**src/rtl/pipelined_addsub.sv**
```systemverilog
// Valid/ready add/subtract unit whose carry chain is cut into STAGES registered segments.
// Each stage finishes one SEG-bit slice and forwards the remaining operand bits with its carry.
module pipelined_addsub #(
   parameter int WIDTH  = 8,
   parameter int STAGES = 2
) (
   input  logic             clk,
   input  logic             rst,
   input  logic             in_valid,
   output logic             in_ready,
   input  logic [WIDTH-1:0] a,
   input  logic [WIDTH-1:0] b,
   input  logic             cin,
   input  logic             sub,
   output logic             out_valid,
   input  logic             out_ready,
   output logic [WIDTH-1:0] sum,
   output logic             cout,
   output logic             ovf,
   output logic             zero
);

   localparam int SEG  = WIDTH / STAGES;
   localparam int LAST = STAGES - 1;

   logic [WIDTH-1:0] r_a   [STAGES];
   logic [WIDTH-1:0] r_b   [STAGES];
   logic [WIDTH-1:0] r_sum [STAGES];
   logic             r_c   [STAGES];
   logic [STAGES-1:0] r_vld;
   logic             r_cout;
   logic             r_ovf;
   logic             r_zero;

   logic             w_advance;
   logic [WIDTH-1:0] w_a_in   [STAGES];
   logic [WIDTH-1:0] w_b_in   [STAGES];
   logic [WIDTH-1:0] w_sum_in [STAGES];
   logic [WIDTH-1:0] w_sum_nx [STAGES];
   logic             w_c_in   [STAGES];
   logic             w_co     [STAGES];
   logic             w_v_in   [STAGES];
   logic [SEG:0]     w_seg;
   logic             w_msb_c;
   logic             w_unused;

   assign w_advance = !r_vld[LAST] || out_ready;

   // Stage 0 takes the raw operands; subtract is folded in as a + ~b + 1.
   always_comb begin
      w_seg       = '0;
      w_a_in[0]   = a;
      w_b_in[0]   = b ^ {WIDTH{sub}};
      w_c_in[0]   = sub | cin;
      w_sum_in[0] = '0;
      w_v_in[0]   = in_valid;
      for (int s = 1; s < STAGES; s++) begin
         w_a_in[s]   = r_a[s-1];
         w_b_in[s]   = r_b[s-1];
         w_c_in[s]   = r_c[s-1];
         w_sum_in[s] = r_sum[s-1];
         w_v_in[s]   = r_vld[s-1];
      end
      for (int s = 0; s < STAGES; s++) begin
         w_seg = {1'b0, w_a_in[s][s*SEG +: SEG]} + {1'b0, w_b_in[s][s*SEG +: SEG]}
               + {{SEG{1'b0}}, w_c_in[s]};
         w_sum_nx[s]                = w_sum_in[s];
         w_sum_nx[s][s*SEG +: SEG]  = w_seg[SEG-1:0];
         w_co[s]                    = w_seg[SEG];
      end
   end

   // Carry into the MSB recovered from the MSB sum bit and its operand bits.
   assign w_msb_c = w_sum_nx[LAST][WIDTH-1] ^ w_a_in[LAST][WIDTH-1] ^ w_b_in[LAST][WIDTH-1];

   always_ff @(posedge clk or posedge rst) begin
      if (rst) begin
         r_vld  <= '0;
         r_cout <= 1'b0;
         r_ovf  <= 1'b0;
         r_zero <= 1'b0;
         for (int s = 0; s < STAGES; s++) begin
            r_a[s]   <= '0;
            r_b[s]   <= '0;
            r_sum[s] <= '0;
            r_c[s]   <= 1'b0;
         end
      end else if (w_advance) begin
         for (int s = 0; s < STAGES; s++) begin
            r_vld[s] <= w_v_in[s];
            // Data only moves with a valid token so bubbles never disturb the outputs.
            if (w_v_in[s]) begin
               r_a[s]   <= w_a_in[s];
               r_b[s]   <= w_b_in[s];
               r_sum[s] <= w_sum_nx[s];
               r_c[s]   <= w_co[s];
            end
         end
         if (w_v_in[LAST]) begin
            r_cout <= w_co[LAST];
            r_ovf  <= w_msb_c ^ w_co[LAST];
            r_zero <= ~|w_sum_nx[LAST];
         end
      end
   end

   always_comb begin
      w_unused = 1'b0;
      for (int s = 0; s < STAGES; s++)
         w_unused = w_unused ^ (^r_a[s]) ^ (^r_b[s]) ^ r_c[s] ^ (^w_a_in[s]) ^ (^w_b_in[s]);
   end

   assign in_ready  = w_advance;
   assign out_valid = r_vld[LAST];
   assign sum       = r_sum[LAST];
   assign cout      = r_cout;
   assign ovf       = r_ovf;
   assign zero      = r_zero;

endmodule

```
**config.mk**
```make
export PLATFORM = sky130hd
export DESIGN_NAME = pipelined_addsub
export DESIGN_NICKNAME = d
export VERILOG_FILES = /design/src/rtl/pipelined_addsub.sv
export SDC_FILE = /design/constraint.sdc
export NUM_CORES = 1
export LEC_CHECK = 0
export CAP_MARGIN = 20
export CORE_MARGIN = 4
export CORE_UTILIZATION = 52
export DETAILED_ROUTE_END_ITERATION = 8
export GPL_TIMING_DRIVEN = 0
export PLACE_DENSITY = 0.84
export REMOVE_ABC_BUFFERS = 1
export SYNTH_ARGS = -nofsm -noshare
export SYNTH_HDL_FRONTEND = slang
export SYNTH_SLANG_ARGS = --single-unit
```
**constraint.sdc**
```tcl
create_clock -name clk -period 4.28 [get_ports clk]
set_input_delay 0.856 -clock clk [delete_from_list [all_inputs] [get_ports clk]]
set_output_delay 0.856 -clock clk [all_outputs]
set_load 0.05 [all_outputs]
```
Yosys cells after proc, flatten, opt, wreduce, memory -nomap -nowiden
Cells that the tools add are included.

Register bits after elaboration: 34. Input bits: 22. Output and inout port bits: 13.

Add/subtract/negate cells: 4. Bitwise operators: 5. Reductions and logical operators: 6.

Operators by type and width (number): $add A4 B4 Y5 (2); $add A5 B1 Y5 (2); $reduce_or A8 Y1 (1); $xor A8 B8 Y8 (1); $reduce_and A2 Y1 (2); $xor A1 B1 Y1 (3); $logic_not A1 Y1 (2); $logic_or A1 B1 Y1 (1); $or A1 B1 Y1 (1).

Longest topological paths before layout
Depth in word-level cells: 5. Depth in mapped cells: 7. Mapped depth without buffers: 6.

Worst setup path before layout
OpenSTA, ideal clock, no wires.

Path type: input port to flip-flop. Start: input port sub. End: register r_c[1] (netlist bit). Library setup time: 0.128 ns. Data arrival time: 2.479 ns. Required time: 4.152 ns. Path slack: 1.673 ns. Stages: 7. Path buffers: 1. Cells stage by stage: buf_2 or2_2 fa_1 fa_1 a21o_1 a21oi_1 o21ai_0.

Word-level cells in the longest chain between the ends: 3. Elaborated cells between the ends (all ways): 4. Classes of those cells: 2 x add/sub; 2 x bitwise.

RTL lines: from (decl) (line 14) `input logic sub,`; $xor A8 B8 Y8 (line 53) `w_b_in[0] = b ^ {WIDTH{sub}};`; $add A4 B4 Y5 (line 65) `w_seg = {1'b0, w_a_in[s][s*SEG +: SEG]} + {1'b0, w_b_in[s][s*SEG +: SEG]}`; $add A5 B1 Y5 * (line 66) `+ {{SEG{1'b0}}, w_c_in[s]};`; to (signal, indexed assignment) (line 96) `r_c[s] <= w_co[s];`; to (decl) (line 29) `logic r_c [STAGES];`.

Every way passes the cells marked *; elsewhere a longest branch is shown, timed or not. A chain may end at the register's enable or synchronous reset.

Worst setup path after layout
Start: input port out_ready. End: output port in_ready.

Word-level cells in the longest chain between the ends: 1.

RTL lines: from (decl) (line 16) `input logic out_ready,`; $logic_or A1 B1 Y1 (line 47) `assign w_advance = !r_vld[LAST] || out_ready;`; to (decl) (line 10) `output logic in_ready,`.

No other way between the ends.

==> impl_metrics.env <==
export IMPL_crit_fanout=6
export IMPL_ir_drop_mv=0.375
export IMPL_holdWs_ns=0.496
export IMPL_clk_latency_ns=0.32
export IMPL_grt_pass1_wl_um=4070
export IMPL_antennaDiodeCount=0
export IMPL_firstDrtPassIters=4
export IMPL_die_w_um=60.2
export IMPL_grt_use_total_pct=15.2
export IMPL_cts_htree_levels=1
export IMPL_io_buffers=34
export IMPL_regToRegSetupSlack_ns=2.12
export IMPL_synth_edf_count=0
export IMPL_cts_resized=0
export IMPL_fp_dieH_um=60.2
export IMPL_globalplace_congestion=0.821
export IMPL_min_path_type="reg -> reg"
export IMPL_r2r_start="r_a[12]"
export IMPL_drcViolationCount=0
export IMPL_cts_buffer_depth=2
export IMPL_final_cell_mix="34 x clkdlybuf4s50_1, 26 x dfrtp_1, 13 x nand2_1"
export IMPL_rows=18
export IMPL_power_leakage_uw=0.000786
export IMPL_wl_met1_um=1030
export IMPL_wl_met2_um=1210
export IMPL_required_ns=3.42
export IMPL_core_area_sq_um=2540
export IMPL_synth_flop_cell="dfrtp_1"
export IMPL_cts_num_sinks=26
export IMPL_timing_critical_path_from="out_ready"
export IMPL_final_cell_area_sq_um=1770
export IMPL_clk_pin_slew_worst_paths_ns=0.14
export IMPL_antenna_found_initial=0
export IMPL_fin_crit_sh_pct=75.2
export IMPL_tns_ns=0
export IMPL_final_common_cell="clkdlybuf4s50_1"
export IMPL_routedWlPerCell_um=13.8
export IMPL_finalHoldViolations=0
export IMPL_wl_um=2460
export IMPL_root_buffer="clkbuf_4"
export IMPL_p_sw_share_pct=41.9
export IMPL_yosys_area_top_type="dfrtp_1"
export IMPL_grt_max_degree=27
export IMPL_cts_buffers=3
export IMPL_gr_total_overflow=0
export IMPL_tightestPinTransition_ns=0.671
export IMPL_yosys_warnings=0
export IMPL_max_slew_margin_pct=55.1
export IMPL_postRouteAntennaNets=0
export IMPL_rsz0062_at_grt="no"
export IMPL_synth_area_per_cell_sq_um=11.6
export IMPL_slew_violations=0
export IMPL_clock_power_share_pct=12.1
export IMPL_r2r_cells=6
export IMPL_arrival_ns=2.36
export IMPL_wl_met3_um=148
export IMPL_synth_area_leaders="dfrtp_1 46%, mux2_2 9.5%, fa_1 5.7%, ha_1 5.3%, buf_4 4.8%"
export IMPL_endpoint_kind="primary output"
export IMPL_critPathLaunchType="primary input"
export IMPL_post_cts_buffers=0
export IMPL_final_layout_size_suffix_gt1_share_pct=15.5
export IMPL_synth_top_area_share_pct=46.0
export IMPL_async_reset_ff_share_pct=100
export IMPL_netlist_area_sq_um=1420
export IMPL_fin_crit_ns=3.22
export IMPL_fin_nets=181
export IMPL_finClkSkew_ns=0.0102
export IMPL_post_drt_via_cell_ratio=5.25
export IMPL_p_sw_uw=425
export IMPL_die_area_sq_um=3620
export IMPL_place_area_sq_um=1710
export IMPL_dpl_hpwl_um=1970
export IMPL_crit_type="in -> out"
export IMPL_synth_cell_types=27
export IMPL_area_growth_pct=25.0
export IMPL_initial_core_util_pct=55.6
export IMPL_max_freq_mhz=311
export IMPL_grt_pass1_vias=947
export IMPL_combPwrFrac_pct=51.5
export IMPL_hold_buffers=0
export IMPL_vias=934
export IMPL_cp_endpoint="in_ready"
export IMPL_ys_seq_area_share_pct=46.0
export IMPL_drt_iter0_drc=19
export IMPL_top_layer_used="met4"
export IMPL_synth_seq_cells=26
export IMPL_cts_tree="yes"
export IMPL_seqPwrFrac_pct=36.5
export IMPL_cap_violations=0
export IMPL_status="complete, no violations"
export IMPL_rr_endpoint="zero"
export IMPL_pin_count=35
export IMPL_finalSetupViolCount=0
export IMPL_nFillCells=185
export IMPL_p_int_uw=589
export IMPL_syn_instance_count=122
export IMPL_pwr_density_cell_nw_per_um2=573
==> worst max-delay path: stages <==
cell	delay, ns
clkdlybuf4s50_1	0.45
nand2b_1	0.21
clkdlybuf4s50_1	0.84
==> routing by layer <==
metal / up-vias / global-route usage, %
li1: 463 / -
met1: 436 / 17.3
met2: 29 / 27.0
met3: 6 / 2.81
met4: 0 / 7.28
met5: - / 0
==> worst min path at each step <==
| stage | to | startpoint | cells after the start |
|---|---|---|---|
| 2_1_floorplan | r_b[14] | r_b[14] | 2 |
| 3_3_place_gp | sum[7] | sum[7] | 2 |
| 3_5_place_dp | sum[6] | sum[6] | 2 |
| 4_1_cts | sum[6] | sum[6] | 2 |
| 5_1_grt | ovf | ovf | 2 |
| 6_report | sum[7] | sum[7] | 2 |
==> stage by stage <==
stage / util (%) / instances / worst slack (ns) / power [uW]
after floorplan: - / 109 / 1.85 / 730
after global placement: 67.0 / 173 / 1.01 / 882
after detailed placement: 67.0 / 173 / 0.957 / 900
after CTS: 68.4 / 177 / 1.05 / 1020
after global routing: 69.5 / 178 / 0.958 / 1080
final: 69.5 / 178 / 1.06 / 1010
==> state kept, by name, summed over array words and instances, names as in the netlist <==
register / flops
ovf: 1
r_vld: 2
r_b: 4
r_c: 1
sum: 8
r_a: 4
r_sum: 4
zero: 1
cout: 1
==> kinds of logic after synthesis <==
kind of cell | after synthesis | share of synthesized area, %
adders and majority gates | 10 | 11.0
muxes | 12 | 9.55
DFF | 26 | 46.0
and+or+nand+nor | 23 | 8.49
AOI/OAI and AO/OA | 24 | 10.9
xor gates and xnor gates | 12 | 7.43
buffers and inverters | 15 | 6.72
==> area by class of cell <==
cell class,count,area [sq um],share of cell area (%)
inverters,2,7.51,0.424
clock buffers,4,36.3,2.05
repair buffers,35,368,20.8
multi-input cells,81,669,37.8
flip-flops and latches,26,651,36.8
well taps,30,37.5,2.12
==> cell usage after synthesis, types with 2 or more instances <==
cell     number
dfrtp_1      26
nand2_1      13
mux2_2       12
o21ai_0      11
buf_4         9
ha_1          6
xnor2_1       6
xor2_1        6
a21oi_1       5
a21o_1        4
fa_1          4
buf_2         3
inv_1         2
nand3_1       2
==> power groups by stage <==
| stage | clock network [uW] | registers (uW) | logic (uW) |
|---|---|---|---|
| floorplan | 0 | 540 | 190 |
| global placement | 0 | 371 | 511 |
| detailed placement | 0 | 376 | 524 |
| CTS | 128 | 371 | 525 |
| global route | 136 | 380 | 559 |
| finish | 122 | 370 | 522 |
No activity file was read; power rests on OpenSTA's default activity.
